File: src/rtl/rf_text_pkg.sv
// Shared types and constants for the text pixel shifter.
package rf_text_pkg;

  typedef enum logic [1:0] {
    ST_IDLE  = 2'd0,
    ST_SHIFT = 2'd1,
    ST_PAD   = 2'd2
  } state_e;

  // attr_i = {cursor, blink, underline, reverse}
  localparam int ATTR_REV   = 0;
  localparam int ATTR_UL    = 1;
  localparam int ATTR_BLINK = 2;
  localparam int ATTR_CURS  = 3;

  localparam int COLOR_W = 24;
  typedef logic [COLOR_W-1:0] color_t;

  // Per-character flags resolved once at load time
  typedef struct packed {
    logic rev;      // reverse video
    logic blank;    // char blink in its off phase
    logic ul_row;   // this scanline carries the underline
    logic cur_row;  // this scanline is inside a visible cursor
  } row_flags_t;

  function automatic logic in_range(input logic [5:0] v, input logic [5:0] lo,
                                    input logic [5:0] hi);
    return (v >= lo) && (v <= hi);
  endfunction

endpackage

File: src/rtl/rf_text_blink_ctr.sv
// Frame counter producing the shared blink phase for cursor and character blink.
module rf_text_blink_ctr #(
  parameter int pBlinkFrames = 16
) (
  input  logic dot_clk_i,
  input  logic rst_ni,
  input  logic frame_i,
  output logic blink_ph_o
);

  localparam int CW = (pBlinkFrames > 1) ? $clog2(pBlinkFrames) : 1;

  logic [CW-1:0] r_cnt;
  logic          r_ph;

  // Count frames; flip the phase every pBlinkFrames frames
  always_ff @(posedge dot_clk_i) begin
    if (!rst_ni) begin
      r_cnt <= '0;
      r_ph  <= 1'b0;
    end else if (frame_i) begin
      if (r_cnt == CW'(pBlinkFrames - 1)) begin
        r_cnt <= '0;
        r_ph  <= ~r_ph;
      end else begin
        r_cnt <= r_cnt + 1'b1;
      end
    end
  end

  assign blink_ph_o = r_ph;

endmodule

File: src/rtl/rf_text_pixel_shifter.sv
// Serialises a latched glyph row to one coloured pixel per dot clock.
module rf_text_pixel_shifter
  import rf_text_pkg::*;
#(
  parameter int pColorWidth  = 24,
  parameter int pBlinkFrames = 16
) (
  input  logic                   dot_clk_i,
  input  logic                   rst_ni,
  input  logic                   ce_i,
  input  logic [63:0]            bmp_i,
  input  logic [5:0]             maxScanpix_i,
  input  logic [5:0]             scanline_i,
  input  logic [5:0]             ul_line_i,
  input  logic [pColorWidth-1:0] fg_i,
  input  logic [pColorWidth-1:0] bg_i,
  input  logic [3:0]             attr_i,
  input  logic [5:0]             curs_start_i,
  input  logic [5:0]             curs_end_i,
  input  logic                   curs_blink_en_i,
  input  logic                   frame_i,
  input  logic                   active_i,
  output logic [pColorWidth-1:0] rgb_o,
  output logic                   de_o,
  output logic                   underrun_o
);

  state_e                  r_state, w_state_nxt;
  logic [63:0]             r_row;
  logic [pColorWidth-1:0]  r_fg, r_bg;
  row_flags_t              r_flags, w_flags_ld;
  logic [5:0]              r_pix_cnt;
  logic [pColorWidth-1:0]  r_rgb, w_rgb_nxt;
  logic                    r_de, w_de_nxt;
  logic                    r_underrun, w_pad;
  logic                    w_blink_ph;
  logic                    w_load;
  logic [5:0]              w_idx;
  logic                    w_dot;

  rf_text_blink_ctr #(.pBlinkFrames(pBlinkFrames)) u_blink (
    .dot_clk_i  (dot_clk_i),
    .rst_ni     (rst_ni),
    .frame_i    (frame_i),
    .blink_ph_o (w_blink_ph)
  );

  // A strobe outside the active window is ignored
  assign w_load = ce_i & active_i;

  assign w_flags_ld.rev     = attr_i[ATTR_REV];
  assign w_flags_ld.blank   = attr_i[ATTR_BLINK] & w_blink_ph;
  assign w_flags_ld.ul_row  = attr_i[ATTR_UL] & (scanline_i == ul_line_i);
  assign w_flags_ld.cur_row = attr_i[ATTR_CURS]
                            & in_range(scanline_i, curs_start_i, curs_end_i)
                            & (~curs_blink_en_i | ~w_blink_ph);

  // Leftmost pixel sits at bit maxScanpix, so walk the row downwards
  assign w_idx = maxScanpix_i - r_pix_cnt;
  assign w_dot = ((r_row[w_idx] | r_flags.ul_row) & ~r_flags.blank)
               ^ (r_flags.rev ^ r_flags.cur_row);

  // State register
  always_ff @(posedge dot_clk_i) begin
    if (!rst_ni) r_state <= ST_IDLE;
    else         r_state <= w_state_nxt;
  end

  // Next state: active_i dominates, then reload, then run-out into PAD
  always_comb begin
    w_state_nxt = r_state;
    if (!active_i)
      w_state_nxt = ST_IDLE;
    else if (ce_i)
      w_state_nxt = ST_SHIFT;
    else if (r_state == ST_SHIFT && r_pix_cnt >= maxScanpix_i)
      w_state_nxt = ST_PAD;
  end

  // Output decode: pixel colour for the current state, before the output register
  always_comb begin
    w_rgb_nxt = '0;
    w_de_nxt  = 1'b0;
    w_pad     = 1'b0;
    if (active_i) begin
      case (r_state)
        ST_SHIFT: begin
          w_rgb_nxt = w_dot ? r_fg : r_bg;
          w_de_nxt  = 1'b1;
        end
        ST_PAD: begin
          w_rgb_nxt = r_bg;
          w_de_nxt  = 1'b1;
          w_pad     = 1'b1;
        end
        default: ;
      endcase
    end
  end

  // Row latch and pixel counter; counter holds at the last pixel once exhausted
  always_ff @(posedge dot_clk_i) begin
    if (!rst_ni) begin
      r_row     <= '0;
      r_fg      <= '0;
      r_bg      <= '0;
      r_flags   <= '0;
      r_pix_cnt <= '0;
    end else if (w_load) begin
      r_row     <= bmp_i;
      r_fg      <= fg_i;
      r_bg      <= bg_i;
      r_flags   <= w_flags_ld;
      r_pix_cnt <= '0;
    end else if (r_state == ST_SHIFT && r_pix_cnt < maxScanpix_i) begin
      r_pix_cnt <= r_pix_cnt + 6'd1;
    end
  end

  // Output register stage; underrun latches on any pad pixel
  always_ff @(posedge dot_clk_i) begin
    if (!rst_ni) begin
      r_rgb      <= '0;
      r_de       <= 1'b0;
      r_underrun <= 1'b0;
    end else begin
      r_rgb <= w_rgb_nxt;
      r_de  <= w_de_nxt;
      if (w_pad) r_underrun <= 1'b1;
    end
  end

  assign rgb_o      = r_rgb;
  assign de_o       = r_de;
  assign underrun_o = r_underrun;

endmodule

File: config.mk
export PLATFORM = sky130hd
export DESIGN_NAME = rf_text_pixel_shifter
export DESIGN_NICKNAME = d
export VERILOG_FILES = /design/src/rtl/rf_text_pkg.sv /design/src/rtl/rf_text_blink_ctr.sv /design/src/rtl/rf_text_pixel_shifter.sv
export SDC_FILE = /design/constraint.sdc
export NUM_CORES = 1
export LEC_CHECK = 0
export CORE_AREA = 2 2 97 145
export DETAILED_ROUTE_END_ITERATION = 10
export DIE_AREA = 0 0 99 147
export HOLD_SLACK_MARGIN = 0.05
export PLACE_DENSITY = 0.8
export SLEW_MARGIN = 10
export SYNTH_ARGS = -nofsm -noshare
export SYNTH_HDL_FRONTEND = slang
export SYNTH_SLANG_ARGS = --single-unit
File: constraint.sdc
create_clock -name dot_clk_i -period 5.3 [get_ports dot_clk_i]
set_input_delay 1.06 -clock dot_clk_i [delete_from_list [all_inputs] [get_ports dot_clk_i]]
set_output_delay 1.06 -clock dot_clk_i [all_outputs]
set_load 0.01 [all_outputs]
==> results by group <==
Outcome
  – Outcome: finished, final reports clean

Place
  – # placed instances: approximately 840
  – IO buf count: 177
  – HPWL after detailed placement: ~11 mm
  – Placer Congestion: 0.780

CTS
  – Count of cells resized by post-cts repair: 0
  – Clock Path Buffers: 2
  – Clock Latency Late Sink: 0.41 ns
  – CTS Root Cell: clkbuf_16
  – CTS H-tree depth: 4
  – CTS Hold Bufs: 0
  – Sink Count: 155
  – Clock-pin slew on the worst setup and hold paths: 0.07 ns
  – CTS tree: yes
  – Post-CTS Setup Inserts: 0
  – CTS buffer count: 17

Timing
  – Fmax: 0.208 GHz
  – Unrepaired setup endpoints after global routing: no
  – Fin Setup TNS: 0 ns
  – Headroom to the max-slew limit: 26.6%
  – Tmin final: 4.81 ns
  – Hold Violations, Final: 0
  – Setup violators final: 0
  – Worst Tran Pin Value: 1.10 ns
  – Final Skew: 0.0100 ns
  – Slew Viols, Final: 0
  – Crit share post-route: 90.8%

Job
  – # Max-Cap Violations: 0

Yosys
  – Area fraction in compound gates after synthesis: 24.6%
  – Post-Synth XOR/XNOR Area: 2.91%
  – Sequential-to-total area share from yosys stat: 49.8%
  – Number of synthesized register bits: 155
  – Ys flop type: dfxtp_1
  – Avg Cell Area, Syn: 11.8 sq um
  – Mapped Area: 6230 sq um
  – Post-synth ARST share: 0%
  – EDFF count, synth: 0
  – Synth Warn #: 0
  – Mux cell area share after synthesis: between 6 and 7%
  – Syn Nets: slightly above 700
  – Synth unique cells: 61
  – Post-synthesis simple-gate area fraction: 6.15%
  – Adder-cell share of the synthesized area: 4.74%
  – Synth Instances: 530
  – Largest family of logic cells by synthesized area: compound AO/OA/AOI/OAI gates

Floorplanning
  – # IOs: 178
  – Die ar.: 14,600 sq um
  – Core Area: around 13,000 sq um
  – Die X: around 99 um
  – Die Height: between 100 and 150 um
  – Starting Density: 46.7%
  – Count of standard-cell rows: between 50 and 60

Critical path
  – Crit Path Class: in -> reg
  – Worst setup EP type: register
  – R2R depth: 12
  – CP max FO: 24
  – CP required: 5.65 ns
  – Worst EP arrival: 5.17 ns
  – Critical Path Start Type: input port
  – Crit-path slowest cell: and3_1
  – Crit-path max cell delay: between 0.8 and 0.9 ns
  – Critical path cell sequence: clkdlybuf4s50_1 > inv_1 > ha_1 > fa_1 > xnor2_2 > buf_12 > mux2i_1 > nor2_1 > or4_4 > a2111oi_4 > a2111oi_2 > xnor2_1 > and3_1 > a22o_1

Finish
  – Multi-input gate area: 2830 sq um
  – Final #Nets: 870
  – # diodes: 0
  – Area delta synth->final: 38.1%
  – Non-Filler Instances: 870
  – Utilization after layout: about 65%
  – Ratio of cells with drive above 1 in the final layout: 9.04%
  – Fill cells: 1,008
  – Reg area: 3100 sq um

GRT
  – Total track usage: 20.6%
  – First-pass GRT wire length: 24.1 mm
  – Largest net degree at the start of global routing: 105
  – Vias in the first global route: just over 5,000
  – GRT overflow: 0
  – Antenna violations before repair: 0

Power and ir drop
  – P per Cell Area: 312 nW/um^2
  – Pleak: ~3.5 nW
  – VDD IR max: between 0.00015 and 0.0002 V

Drt
  – Wire per inst: 17.3 um
  – Via density: roughly 5.6
  – Pre-Repair DR Iteration Count: 5
  – Initial DRC count: between 150 and 200
  – ANT nets after route: 0
  – Final WL: around 15 mm
  – DR DRC count: 0
  – Via count: approximately 4,900

Hold path
  – Hold path cells: 1
  – Hold Crit Class: reg -> reg
registers in the layout, summed over array words and instances (netlist names):
name,cells
r_row,64
r_bg,24
r_fg,24
rgb_o,24
r_pix_cnt,6
r_flags,4
u_blink.r_cnt,4
r_state,2
de_o,1
u_blink.blink_ph_o,1
underrun_o,1
layer usage:
metal  track usage, %  up-vias  share of wire (%)
met5                0        -                  0
met4             7.40        0                1.9
met3             4.42       23                5.1
met2             37.5      173                 53
met1             23.3     2376                 40
li1                 -     2339                  -
path summary, 6_finish.rpt:
check                                          startpoint             endpoint  slack [ns]
worst max-delay path                      maxScanpix_i[0]  rgb_o[2]$_SDFF_PN0_        0.49
worst min-delay path                 r_fg[4]$_SDFFE_PN0P_  rgb_o[4]$_SDFF_PN0_        0.47
worst max register to register  r_pix_cnt[0]$_SDFFE_PP0P_  rgb_o[2]$_SDFF_PN0_        1.28
worst min register to register       r_fg[4]$_SDFFE_PN0P_  rgb_o[4]$_SDFF_PN0_        0.47
Yosys cell counts (all sizes together), types with 3 or more instances:
master  number  area, sq um
mux2         3         33.8
mux2i       16          160
o21ai        4         23.8
nor2b        6         37.5
nand3        5         25.0
nor2        12         45.0
ha          22          275
and3         4         26.3
nand2       13         48.8
nand4        7         43.8
buf         14          114
inv         22         82.6
a31oi        3         18.8
a21oi       10         53.8
clkbuf      23          106
dfxtp      155         3100
and2         4         25.0
a22o       137         1200
nand2b       5         31.3
mux4        10          236
xnor2       17          156
stage by stage:
step	hold WS (ns)	setup slack [ns]	area (sq um)	power, mW
detailed placement	0.459	0.0616	8050	1.58
floorplan	0.441	1.05	6230	1.42
CTS	0.474	0.506	8610	2.71
finish	0.472	0.489	8610	2.69
global placement	0.449	0.192	8050	1.57
global route	0.489	0.255	8610	2.79
cell families after synthesis:
family	after synthesis
compound gates	177
simple gates	68
fa+ha+maj	23
flops	155
buf+inv	59
mux	29
xor+xnor	19
placed cells by master, fill, tap and decap left out, types with 2 or more instances in the layout:
cell and n:
nand4_1 7, a21oi_1 9, clkinvlp_4 3, a21o_1 2, buf_4 5, nor2_1 12
mux2_1 2, clkdlybuf4s50_1 177, a211oi_1 2, nand3_1 5, ha_1 22, mux4_1 3
and3_1 2, nor3_1 2, nand2b_1 5, and2b_4 2, a211o_1 2, xnor2_1 16
nor2b_1 6, nand2_1 13, or2b_2 2, o21ai_0 3, inv_6 6, a22o_1 137
mux4_2 7, mux2i_1 16, inv_1 22, o21a_1 2, clkbuf_16 17, a31oi_1 3
and2_1 3, inv_8 2, dfxtp_1 155
power by group:
| group | total, mW | leakage, nW | internal, mW | switching [mW] |
|---|---|---|---|---|
| Sequential | 1.24 | 1.26 | 1.21 | 0.0268 |
| Combinational | 0.321 | 1.92 | 0.195 | 0.126 |
| Clock | 1.13 | 0.265 | 0.617 | 0.514 |
layout make-up:
type	count	area share, %
clock buffer	18	4.99
clock inverter	14	1.48
inverter	22	0.960
multi-input combinational	316	32.9
sequential	155	36.1
tap	162	2.36
timing repair buffer	183	21.3
worst max-delay path, delay by kind of cell:
| family | cells | cell delay, ns |
|---|---|---|
| xor+xnor | 2 | 0.42 |
| mux | 1 | 0.20 |
| fa+ha+maj | 2 | 0.67 |
| buf+inv | 3 | 0.71 |
| simple gates | 3 | 1.39 |
| compound gates | 3 | 0.69 |
No activity file was read; power rests on OpenSTA's default activity.
